### config.mk
export PLATFORM = sky130hd
export DESIGN_NAME = cond_logic
export DESIGN_NICKNAME = d
export VERILOG_FILES = /design/src/rtl/cond_logic_pkg.sv /design/src/rtl/cond_logic_check.sv /design/src/rtl/cond_logic.sv
export SDC_FILE = /design/constraint.sdc
export NUM_CORES = 1
export LEC_CHECK = 0
export BUFFER_PORTS_ARGS = -buffer_cell sky130_fd_sc_hd__buf_2
export CAP_MARGIN = 20
export CORE_ASPECT_RATIO = 0.6
export CORE_MARGIN = 2
export CORE_UTILIZATION = 55
export CTS_BUF_LIST = sky130_fd_sc_hd__clkbuf_8
export DETAILED_ROUTE_END_ITERATION = 7
export GPL_TIMING_DRIVEN = 0
export PLACE_DENSITY = 0.84
export SYNTH_ARGS = -nofsm -noshare
export SYNTH_HDL_FRONTEND = slang
export SYNTH_SLANG_ARGS = --single-unit
export TNS_END_PERCENT = 5
### constraint.sdc
create_clock -name clk -period 3.8 [get_ports clk]
set_input_delay 0.19 -clock clk [delete_from_list [all_inputs] [get_ports clk]]
set_output_delay 0.19 -clock clk [all_outputs]
set_load 0.01 [all_outputs]
### src/rtl/cond_logic_pkg.sv
// Shared encodings for the ARM conditional-execution path: condition
// field values, NZCV bit positions and FlagW request bit positions.
package cond_logic_pkg;

   typedef enum logic [3:0] {
      COND_EQ = 4'b0000,
      COND_NE = 4'b0001,
      COND_CS = 4'b0010,
      COND_CC = 4'b0011,
      COND_MI = 4'b0100,
      COND_PL = 4'b0101,
      COND_VS = 4'b0110,
      COND_VC = 4'b0111,
      COND_HI = 4'b1000,
      COND_LS = 4'b1001,
      COND_GE = 4'b1010,
      COND_LT = 4'b1011,
      COND_GT = 4'b1100,
      COND_LE = 4'b1101,
      COND_AL = 4'b1110,
      COND_NV = 4'b1111
   } cond_e;

   // Bit positions inside the {N,Z,C,V} flag vector
   localparam int FLAG_N = 3;
   localparam int FLAG_Z = 2;
   localparam int FLAG_C = 1;
   localparam int FLAG_V = 0;

   // Bit positions inside FlagW
   localparam int FLAGW_NZ = 1;
   localparam int FLAGW_CV = 0;

endpackage

### src/rtl/cond_logic_check.sv
// Pure combinational evaluation of an ARM condition field against the
// registered NZCV flags. NV (4'b1111) is treated as never-execute.
module cond_check
   import cond_logic_pkg::*;
(
   input  logic [3:0] Cond,
   input  logic [3:0] Flags,
   output logic       CondEx
);

   logic w_n;
   logic w_z;
   logic w_c;
   logic w_v;

   assign w_n = Flags[FLAG_N];
   assign w_z = Flags[FLAG_Z];
   assign w_c = Flags[FLAG_C];
   assign w_v = Flags[FLAG_V];

   // Decode the condition field into a single execute/skip decision
   always_comb begin
      CondEx = 1'b0;
      case (cond_e'(Cond))
         COND_EQ: CondEx = w_z;
         COND_NE: CondEx = ~w_z;
         COND_CS: CondEx = w_c;
         COND_CC: CondEx = ~w_c;
         COND_MI: CondEx = w_n;
         COND_PL: CondEx = ~w_n;
         COND_VS: CondEx = w_v;
         COND_VC: CondEx = ~w_v;
         COND_HI: CondEx = w_c & ~w_z;
         COND_LS: CondEx = ~w_c | w_z;
         COND_GE: CondEx = (w_n == w_v);
         COND_LT: CondEx = (w_n != w_v);
         COND_GT: CondEx = ~w_z & (w_n == w_v);
         COND_LE: CondEx = w_z | (w_n != w_v);
         COND_AL: CondEx = 1'b1;
         COND_NV: CondEx = 1'b0;
         default: CondEx = 1'b0;
      endcase
   end

endmodule

### src/rtl/cond_logic.sv
// Conditional-execution unit: holds the NZCV flag register, gates the
// decoder's write requests with the evaluated condition, and counts
// executed versus condition-failed instructions with saturating counters.
// Flags written on an edge only influence CondEx from the next cycle on;
// there is deliberately no ALUFlags bypass.
module cond_logic
   import cond_logic_pkg::*;
#(
   parameter logic [3:0] RESET_FLAGS = 4'b0000,
   parameter int         CNT_W       = 16
) (
   input  logic             clk,
   input  logic             reset,
   input  logic [3:0]       Cond,
   input  logic [3:0]       ALUFlags,
   input  logic [1:0]       FlagW,
   input  logic             PCS,
   input  logic             RegW,
   input  logic             MemW,
   input  logic             NoWrite,
   input  logic             InstrValid,
   input  logic             Stall,
   input  logic             CntClr,
   output logic             PCSrc,
   output logic             RegWrite,
   output logic             MemWrite,
   output logic             CondEx,
   output logic [3:0]       Flags,
   output logic [CNT_W-1:0] ExecCnt,
   output logic [CNT_W-1:0] SkipCnt
);

   logic [3:0]       r_flags;
   logic [CNT_W-1:0] r_exec_cnt;
   logic [CNT_W-1:0] r_skip_cnt;

   logic             w_cond_ex;
   logic             w_gated;
   logic             w_advance;
   logic             w_flag_en;

   cond_check u_cond_check (
      .Cond   (Cond),
      .Flags  (r_flags),
      .CondEx (w_cond_ex)
   );

   // An instruction that passed its condition and is not a bubble
   assign w_gated   = w_cond_ex & InstrValid;
   // A real instruction retiring this edge (drives counters)
   assign w_advance = ~Stall & InstrValid;
   // Flag register may load only for a retiring, condition-passed instruction
   assign w_flag_en = w_advance & w_cond_ex;

   assign CondEx   = w_cond_ex;
   assign PCSrc    = PCS  & w_gated;
   assign MemWrite = MemW & w_gated;
   assign RegWrite = RegW & w_gated & ~NoWrite;
   assign Flags    = r_flags;
   assign ExecCnt  = r_exec_cnt;
   assign SkipCnt  = r_skip_cnt;

   // Flag register: N,Z and C,V halves load independently on request
   always_ff @(posedge clk or posedge reset) begin
      if (reset) begin
         r_flags <= RESET_FLAGS;
      end else if (w_flag_en) begin
         if (FlagW[FLAGW_NZ]) begin
            r_flags[FLAG_N] <= ALUFlags[FLAG_N];
            r_flags[FLAG_Z] <= ALUFlags[FLAG_Z];
         end
         if (FlagW[FLAGW_CV]) begin
            r_flags[FLAG_C] <= ALUFlags[FLAG_C];
            r_flags[FLAG_V] <= ALUFlags[FLAG_V];
         end
      end
   end

   // Saturating event counters; clear wins over increment and ignores Stall
   always_ff @(posedge clk or posedge reset) begin
      if (reset) begin
         r_exec_cnt <= '0;
         r_skip_cnt <= '0;
      end else if (CntClr) begin
         r_exec_cnt <= '0;
         r_skip_cnt <= '0;
      end else if (w_advance) begin
         if (w_cond_ex) begin
            if (r_exec_cnt != {CNT_W{1'b1}}) r_exec_cnt <= r_exec_cnt + CNT_W'(1);
         end else begin
            if (r_skip_cnt != {CNT_W{1'b1}}) r_skip_cnt <= r_skip_cnt + CNT_W'(1);
         end
      end
   end

endmodule

# --- Yosys cells after proc, flatten, opt, wreduce, memory -nomap -nowiden ---
# Cells that the tools add are included.
word_totals:
  output_inout_bits: 40
  elab_cells: 61
  regBits: 36
  input_bits: 19
classes:
  eq_ne: 20
  bitwise: 17
  n_mux: 9
  reduce_logical: 9
  addsub: 2
op_table:
  columns: ["operator", "count"]
  rows:
  - ["$mux W16", 8]
  - ["$add A16 B1 Y16 const B", 2]
  - ["$eq A4 B4 Y1 const B", 8]
  - ["$ne A16 B16 Y1 const B", 2]
  - ["$eq A4 B3 Y1 const B", 4]
  - ["$pmux W1 S16", 1]
  - ["$and A1 B1 Y1", 9]
  - ["$eq A4 B2 Y1 const B", 2]
  - ["$reduce_bool A2 Y1", 4]
  - ["$not A1 Y1", 6]
  - ["$reduce_and A3 Y1", 2]
  - ["$eq A4 B1 Y1 const B", 1]
  - ["$logic_not A4 Y1", 1]
  - ["$reduce_and A2 Y1", 2]
  - ["$ne A2 B2 Y1 const B", 1]
  - ["$or A1 B1 Y1", 2]
  - ["$eq A1 B1 Y1", 1]
  - ["$ne A1 B1 Y1", 1]

# --- Longest topological paths before layout ---
# Gate-level depths: netlist of the first run.
depth:
  word_depth: 6
  depth_mapped: 8
  ltp_nobuf: 7

# --- Cells and area by module ---
# A second synthesis of the first run with hierarchy kept.
hier_totals:
  hier_cells: 229
  hier_area_um2: 2139.6
by_module_without_submodules:
  columns: ["mod", "seq_area_each_um2", "area_each_um2", "cells_each", "instances"]
  rows:
  - ["cond_logic", 900.9, 1984.4, 206, 1]
  - ["cond_check", 0.0, 155.1, 23, 1]

# --- Worst setup path after synthesis of the first run ---
# No wires, ideal clock.
synth_timing:
  path_type: "register to register"
  from: "register r_flags[1] (netlist: Flags[1])"
  to: "register r_skip_cnt[13] (netlist: SkipCnt[13])"
  period_less_slack_ns: 2.419
  n_path_buf: 0
  setup_ns: 0.125
  setup_slack_ns: 1.381
  stages_incl_launch_ff: 7
  arrival_ns: 2.294
  cell_sequence: "dfrtp_1 > or3b_1 > and4_1 > o41a_4 > or3_4 > nor3_1 > mux2_2"
synth_via:
  elab_chain_len: 5
  word_cells_on_any_way: 6
  classes_between: "eq/ne: 1; mux: 1; bitwise: 3; reduce/logical: 1"
synth_rtl:
  columns: ["element", "line_no", "rtl"]
  rows:
  - ["start, declared", "cond_logic.sv:33", "logic [3:0] r_flags;"]
  - ["start signal, assigned by index", "cond_logic.sv:69", "r_flags[FLAG_N] <= ALUFlags[FLAG_N];"]
  - ["start signal, assigned by index", "cond_logic.sv:70", "r_flags[FLAG_Z] <= ALUFlags[FLAG_Z];"]
  - ["start signal, assigned by index", "cond_logic.sv:73", "r_flags[FLAG_C] <= ALUFlags[FLAG_C];"]
  - ["$not A1 Y1", "cond_logic_check.sv:28, cond_logic_check.sv:34", null]
  - ["$or A1 B1 Y1", "cond_logic_check.sv:34", "COND_LS: CondEx = ~w_c | w_z;"]
  - ["$pmux W1 S16 (*)", "cond_logic_check.sv:24", "case (cond_e'(Cond))"]
  - ["$ne A2 B2 Y1 (no line) (*)", null, null]
  - ["$reduce_and A3 Y1 (no line) (*)", null, null]
  - ["end signal, assigned", "cond_logic.sv:91", "if (r_skip_cnt != {CNT_W{1'b1}}) r_skip_cnt <= r_skip_cnt + CNT_W'(1);"]
  - ["end, declared", "cond_logic.sv:35", "logic [CNT_W-1:0] r_skip_cnt;"]
# Every way passes the cells marked *; elsewhere a longest branch is shown, timed or not.
# A chain may end at the register's enable or synchronous reset.

# --- Final worst setup path of the first run ---
layout_timing:
  from: "register r_flags[2] (netlist: Flags[2])"
  to: "register r_skip_cnt[9] (netlist: SkipCnt[9])"
layout_via:
  elab_chain_len: 5
  word_cells_on_any_way: 8
  classes_between: "eq/ne: 1; mux: 1; bitwise: 5; reduce/logical: 1"
layout_rtl:
  columns: ["element", "line_no"]
  rows:
  - ["$not A1 Y1", "cond_logic_check.sv:26, cond_logic_check.sv:33, cond_logic_check.sv:37"]
  - ["$and A1 B1 Y1, on equally long branches", "cond_logic_check.sv:37, cond_logic_check.sv:33"]
  - ["$pmux W1 S16 (*)", "cond_logic_check.sv:24"]
  - ["$ne A2 B2 Y1 (no line) (*)", null]
  - ["$reduce_and A3 Y1 (no line) (*)", null]
# Marked as above.

==> results of run 1 <==
## layer usage
| layer | part of all wire, % | global-route usage [%] |
|---|---|---|
| met1 | 48 | 35.8 |
| met2 | 45 | 41.7 |
| met3 | 6.5 | 5.56 |
| met4 | 1.2 | 6.56 |
| met5 | 0 | 0 |
## cell families (layout without fill, tap and decap cells)
family          after synthesis  after routing  synth area share [%]
simple gates                114            114                  29.6
fa+ha+maj                     2              2                  1.21
xor+xnor                     23             23                  9.71
flops                        36             36                  43.4
mux                          10             10                  5.85
buf+inv                       9             76                  2.05
compound gates               24             24                  8.20
## cell usage in the layout, fill, tap and decap left out, types with 3 or more instances in the layout
master and n:
nor3_1 11, clkbuf_8 5, nand4_1 4, xnor2_1 20, clkbuf_1 5, nor3b_1 4
nor2_1 31, nor4_1 4, inv_1 3, mux2_2 7, xor2_1 3, nand3_1 14
nor2b_1 5, a21oi_1 7, nor4b_1 6, o21ai_0 7, buf_2 58, nand2_1 12
and3_1 5, or3_1 6, dfrtp_1 36
## layout make-up
type	count	area (um2)
Clock inverter	3	38.8
Inverter	2	7.51
Buffer	7	35.0
Sequential cell	36	901
Multi-Input combinational cell	173	1130
Tap cell	47	58.8
Clock buffer	5	68.8
Fill cell	273	1070
Timing Repair Buffer	59	323
## worst max-delay path: cells and delay by family, from the launching register on
family                    cells  cell delay (ns)
muxes                         2             0.90
xor gates and xnor gates      1             0.27
AOI/OAI and AO/OA             1             0.22
DFF                           1             0.43
and+or+nand+nor               2             0.71
## power breakdown
group | internal, mW | switching [mW] | total [mW]
logic | 0.116 | 0.147 | 0.264
clock network | 0.192 | 0.139 | 0.331
registers | 0.409 | 0.0340 | 0.443
total | 0.717 | 0.320 | 1.04
## synthesized netlist by cell type (all sizes together), types with 2 or more instances
| library cell | instances | area, um2 |
|---|---|---|
| a21oi | 7 | 35.0 |
| and3 | 5 | 31.3 |
| and4 | 2 | 17.5 |
| buf | 2 | 16.3 |
| clkbuf | 5 | 18.8 |
| dfrtp | 36 | 901 |
| ha | 2 | 25.0 |
| inv | 2 | 7.51 |
| mux2 | 7 | 78.8 |
| mux2i | 2 | 20.0 |
| nand2 | 12 | 45.0 |
| nand2b | 2 | 12.5 |
| nand3 | 14 | 70.1 |
| nand4 | 4 | 25.0 |
| nor2 | 31 | 116 |
| nor2b | 5 | 31.3 |
| nor3 | 11 | 55.1 |
| nor3b | 4 | 30.0 |
| nor4 | 4 | 25.0 |
| nor4b | 6 | 52.6 |
| o21ai | 7 | 35.0 |
| o21bai | 2 | 15.0 |
| or2 | 3 | 18.8 |
| or3 | 7 | 48.8 |
| or4 | 2 | 15.0 |
| xnor2 | 20 | 175 |
| xor2 | 3 | 26.3 |
## flip-flops by register name (all words and copies together) (netlist names)
name     count
Flags        4
ExecCnt     16
SkipCnt     16
## timing repair
item,in CTS,in global routing
hold buffers,1,0
setup endpoints to repair,0,0
hold endpoints to repair,12,0
buffers inserted,0,0
## final timing paths
| kind | from | end | slack [ns] | depth (start not counted) |
|---|---|---|---|---|
| max | Flags[2] | SkipCnt[9] | 1.16 | 6 |
| min | ALUFlags[1] | Flags[1] | 0.13 | 2 |
| max reg2reg | Flags[2] | SkipCnt[9] | 1.16 | 6 |
| min reg2reg | SkipCnt[10] | SkipCnt[10] | 0.58 | 2 |
| max in group asynchronous | reset | SkipCnt[10] | 2.74 | 4 |
| min in group asynchronous | reset | SkipCnt[12] | 0.52 | 3 |
## through the flow
step           utilization [%]  hold slack (ns)
2_1_floorplan                -            0.342
3_3_place_gp              66.4            0.422
3_5_place_dp              67.1            0.292
4_1_cts                   70.3            0.126
5_1_grt                   70.5            0.121
6_report                  70.5            0.129
==> results.cfg, run 1 <==
[run_status]
status = completed

[place]
portBuffers = 56
pre_cts_ws_ns = 1.05
hpwl_mm = 3.77
place_area_um2 = 2440
place.gp.congestion = 0.788
place_inst = 322

[floorplanning]
die-width_um = 83.3
dieArea_um2 = 4300
num_rows = 17
chipHeight_um = 51.6
ios = 59
start_util_pct = 57.0
core_area_um2 = 3640

[timing]
fin_setup_tns_ns = 0
tightest_slew_ns = 0.637
clock_skew_ns = 0.00982
fin_ws_ns = 1.16
min_period_over_period_pct = 69.5
clock.fmax_ghz = 0.379
rsz0062_at_grt = no
setup_violations = 0
max_slew_margin_pct = 57.4
hold_viol = 0
fin_crit_ns = 2.64
drv_slew = 0

[setup_path]
crit_path_cell_trace = mux4_2 -> xnor2_1 -> o221ai_2 -> or3_4 -> nor3_1 -> mux2_2
critPathRequiredTime_ns = 3.98
start_kind = flop
worstSetupEndpointType = flop
crit_slowest_cell = mux4_2
cp_max_fo = 8
slowest_delay_ns = 0.53
crit_type = flop to flop
arrival_ns = 2.82

[global_routing]
grt_first_pass_wirelength_mm = 8.54
grt_pass1_vias = 1759
gr-total-overflow = 0
antenna_found_initial = 0
grt_max_degree = 25
grtUsageTotal_pct = 25.7

[logic_synthesis]
synth_edf_count = 0
ys_async_sr_fraction_pct = 100
syn_area_per_cell_um2 = 9.52
ys_seq_area_share_pct = 43.4
yosys_warnings = 0
synthCells = 218
synth_seq_cells = 36
netlist_area_um2 = 2070
synth_nets = 239
ys.flop_type = dfrtp_1
synth.distinct_cells = 41

[worst_hold_path]
min_path_type = primary input to flop

[layout]
fin_cells = 332
diodes = 0
postLayoutCellArea_um2 = 2560
fin_nets = 305
drive_gt1_share_pct = 28.4
area_growth_pct = 23.6

[cts]
cts_buffers = 5
root_buffer = clkbuf_8
cts_tree = yes
cts.htree.levels = 2
clock_sinks = 36
clkLatencyLatePin_ns = 0.29
cts_resized = 0
cts_max_path_buffers = 2
clk_pin_slew_ns = 0.08

[power]
finalPower_mw = 1.04
p_leak_nw = 1.15
worst_ir_drop_vdd_v = 0.000333
pwr_density_cell_nw_per_um2 = 405

[routing]
drtIter0Drc = 154
drc = 0
drt-pass1-iter-count = 4
drtAntennaViolNets = 0
viasPerCell = 5.80
finalWirelength_mm = 5.20
route.vias.total = 1924
wl_per_cell_um = 15.7

[job]
cap_violations = 0
Power figures use the tool's default switching activity.
==> run 2: changes to the inputs <==
Settings changed: ABC_AREA set to 1, PLACE_DENSITY 0.84 to 0.82.
Clock period 3.8 ns to 2.5 ns, I/O delays scaled along.
==> run 2 against run 1 <==
Clock power grew 61%. Total power grew 74%. Final cell count increased by 45%. Register-to-register slack got worse by 0.68 ns. Count of clock-buffer cells in the layout is the same. Clock skew down 0.0038 ns. Global-route usage increased by 0.77 points. Synthesized cell count increased by 62%. Critical path type is now flop to primary output.
==> results.cfg, run 2 <==
[setup_path]
rrSetupSlack_ns = 0.48
cp-startpoint = Flags[3]
cp_max_fo = 10
worstSetupEndpointType = primary output
reg2reg_to = ExecCnt[6]
r2r-start = ExecCnt[0]
arrival_ns = 1.97
reg2reg_depth = 10
critPathRequiredTime_ns = 2.38
start_kind = flop
crit_type = flop to primary output

[floorplanning]
chipHeight_um = 56
die-width_um = 90.7
num_rows = 18
core_area_um2 = 4210
ios = 59
dieArea_um2 = 5080
start_util_pct = 58.9

[logic_synthesis]
synth_nets = 374
ys.flop_type = dfrtp_1
ys_seq_area_share_pct = 36.3
synth_commonest_cells = nand2_1 (114), nand3_1 (50), nor2_1 (50)
syn_area_per_cell_um2 = 7.02
synth_seq_cells = 36
yosysTopAreaCellShare_pct = 36.3
yosysTopAreaCell = dfrtp_1
netlist_area_um2 = 2480
synth_edf_count = 0
yosysMostFrequentCell = nand2_1
yosys_warnings = 0
synthCells = 353
synth.distinct_cells = 32
synth_top_cells_by_area = dfrtp_1 (36%), nand2_1 (17%), nand3_1 (10%)
ys_async_sr_fraction_pct = 100

[layout]
diodes = 0
drive_gt1_share_pct = 21.9
utilization_pct = 70.4
fin_nets = 440
fin_cells = 480
area_growth_pct = 19.6
fillCellCount = 371
postLayoutCellArea_um2 = 2970
layout_common_cells = nand2_1 (114), buf_2 (61), nor2_1 (50), nand3_1 (50), dfrtp_1 (36)
final_common_cell = nand2_1

[routing]
drt-pass1-iter-count = 5
finalWirelength_mm = 6.42
viasPerCell = 5.32
drtAntennaViolNets = 0
route.vias.total = 2555
drtIter0Drc = 195
wl_per_cell_um = 13.4
drc = 0

[cts]
cts.htree.levels = 2
cts_max_path_buffers = 2
clk_pin_slew_ns = 0.08
root_buffer = clkbuf_8
cts_resized = 0
cts_buffers = 5
clkLatencyLatePin_ns = 0.29
cts_hold_buf = 1
cts_tree = yes
post-cts-setup-buffers = 0
clock_sinks = 36

[power]
p_clk_share_pct = 29.5
worst_ir_drop_vdd_v = 0.000356
swShare_pct = 37.1
pwr-share-comb_pct = 30.9
pwr_density_cell_nw_per_um2 = 608
share_seq_of_total_power_pct = 39.5
finalPower_mw = 1.80
cellInternalPower_mw = 1.13
switching_power_uw = 669
p_leak_nw = 1.63

[place]
portBuffers = 58
place_inst = 471
hpwl_mm = 4.80
place.gp.congestion = 0.920
place_area_um2 = 2840

[global_routing]
gr-total-overflow = 0
grt_pass1_vias = 2285
grt_first_pass_wirelength_mm = 10.9
grtUsageTotal_pct = 26.5
antenna_found_initial = 0
top_usage_layer = met1
grt_use_met3_pct = 6.23
use_met1_pct = 42.1
grt_use_met2_pct = 35.8
grt_max_degree = 37

[timing]
hold_viol = 0
max_slew_margin_pct = 49.6
rsz0062_at_grt = no
fin_crit_ns = 2.09
clock_skew_ns = 0.00600
min_period_over_period_pct = 83.7
setup_violations = 0
tightest_slew_ns = 0.755
clock.fmax_ghz = 0.478
drv_slew = 0
fin_setup_tns_ns = 0

[worst_hold_path]
whs_path_depth = 3
min-delay-start = ALUFlags[0]
min_path_type = primary input to flop
min_delay_worst_endpoint = Flags[0]

[job]
cap_violations = 0

[run_status]
status = completed
[run 2: power by group through the flow]
stage / clock network [mW] / registers (mW) / logic (mW)
after CTS: 0.540 / 0.711 / 0.558
after detailed placement: 0 / 0.724 / 0.553
after global routing: 0.556 / 0.725 / 0.620
after global placement: 0 / 0.722 / 0.542
final: 0.532 / 0.713 / 0.558
after floorplan: 0 / 0.737 / 0.356
[run 2: cell families after synthesis]
logic type | after synthesis | synth area share (%)
flip-flops | 36 | 36.3
AND/OR/NAND/NOR | 249 | 46.2
AO/OA/AOI/OAI | 9 | 2.17
adder cells (fa/ha/maj) | 2 | 1.01
XOR/XNOR | 22 | 7.77
buffers and inverters | 35 | 6.51
[run 2: worst max-delay path by stage]
stage | end | slack, ns | cells after the start
floorplan | SkipCnt[0] | 0.73 | 10
global placement | SkipCnt[6] | 0.57 | 11
detailed placement | ExecCnt[5] | 0.52 | 10
CTS | RegWrite | 0.41 | 13
global route | RegWrite | 0.22 | 13
finish | RegWrite | 0.41 | 13
[run 2: stage by stage]
stage,hold slack (ns),setup slack [ns]
floorplan,0.274,0.729
global placement,0.393,0.568
detailed placement,0.311,0.523
CTS,0.0842,0.412
global route,0.0919,0.221
finish,0.0913,0.408
[run 2: cell type report]
| cell class | instances | area (um2) | area share, % |
|---|---|---|---|
| multi-input cells | 282 | 1420 | 47.8 |
| clock buffers | 5 | 68.8 | 2.32 |
| inverters | 24 | 90.1 | 3.04 |
| flip-flops and latches | 36 | 901 | 30.4 |
| clock inverters | 3 | 42.5 | 1.43 |
| well taps | 60 | 75.1 | 2.53 |
| plain buffers | 11 | 71.3 | 2.41 |
| repair buffers | 59 | 300 | 10.1 |
[run 2: per-layer routing]
metal | up-vias | share of wire [%] | routed length (um)
li1 | 1277 | - | -
met2 | 126 | 39 | 2500
met3 | 8 | 10 | 658
met5 | - | 0 | 0
met4 | 0 | 1.0 | 64
met1 | 1144 | 50 | 3200
[run 2: critical path, cell delays in order (launching register included)]
cell and delay [ns]:
dfrtp_1 0.45, inv_2 0.11, nand2_2 0.06, nand2_1 0.08
nand3_1 0.07, nand2_1 0.06, nand2_1 0.05, nand3_2 0.09
nand2_4 0.07, nand3_1 0.18, buf_6 0.17, nand3_1 0.07
nor2_1 0.08, buf_2 0.13
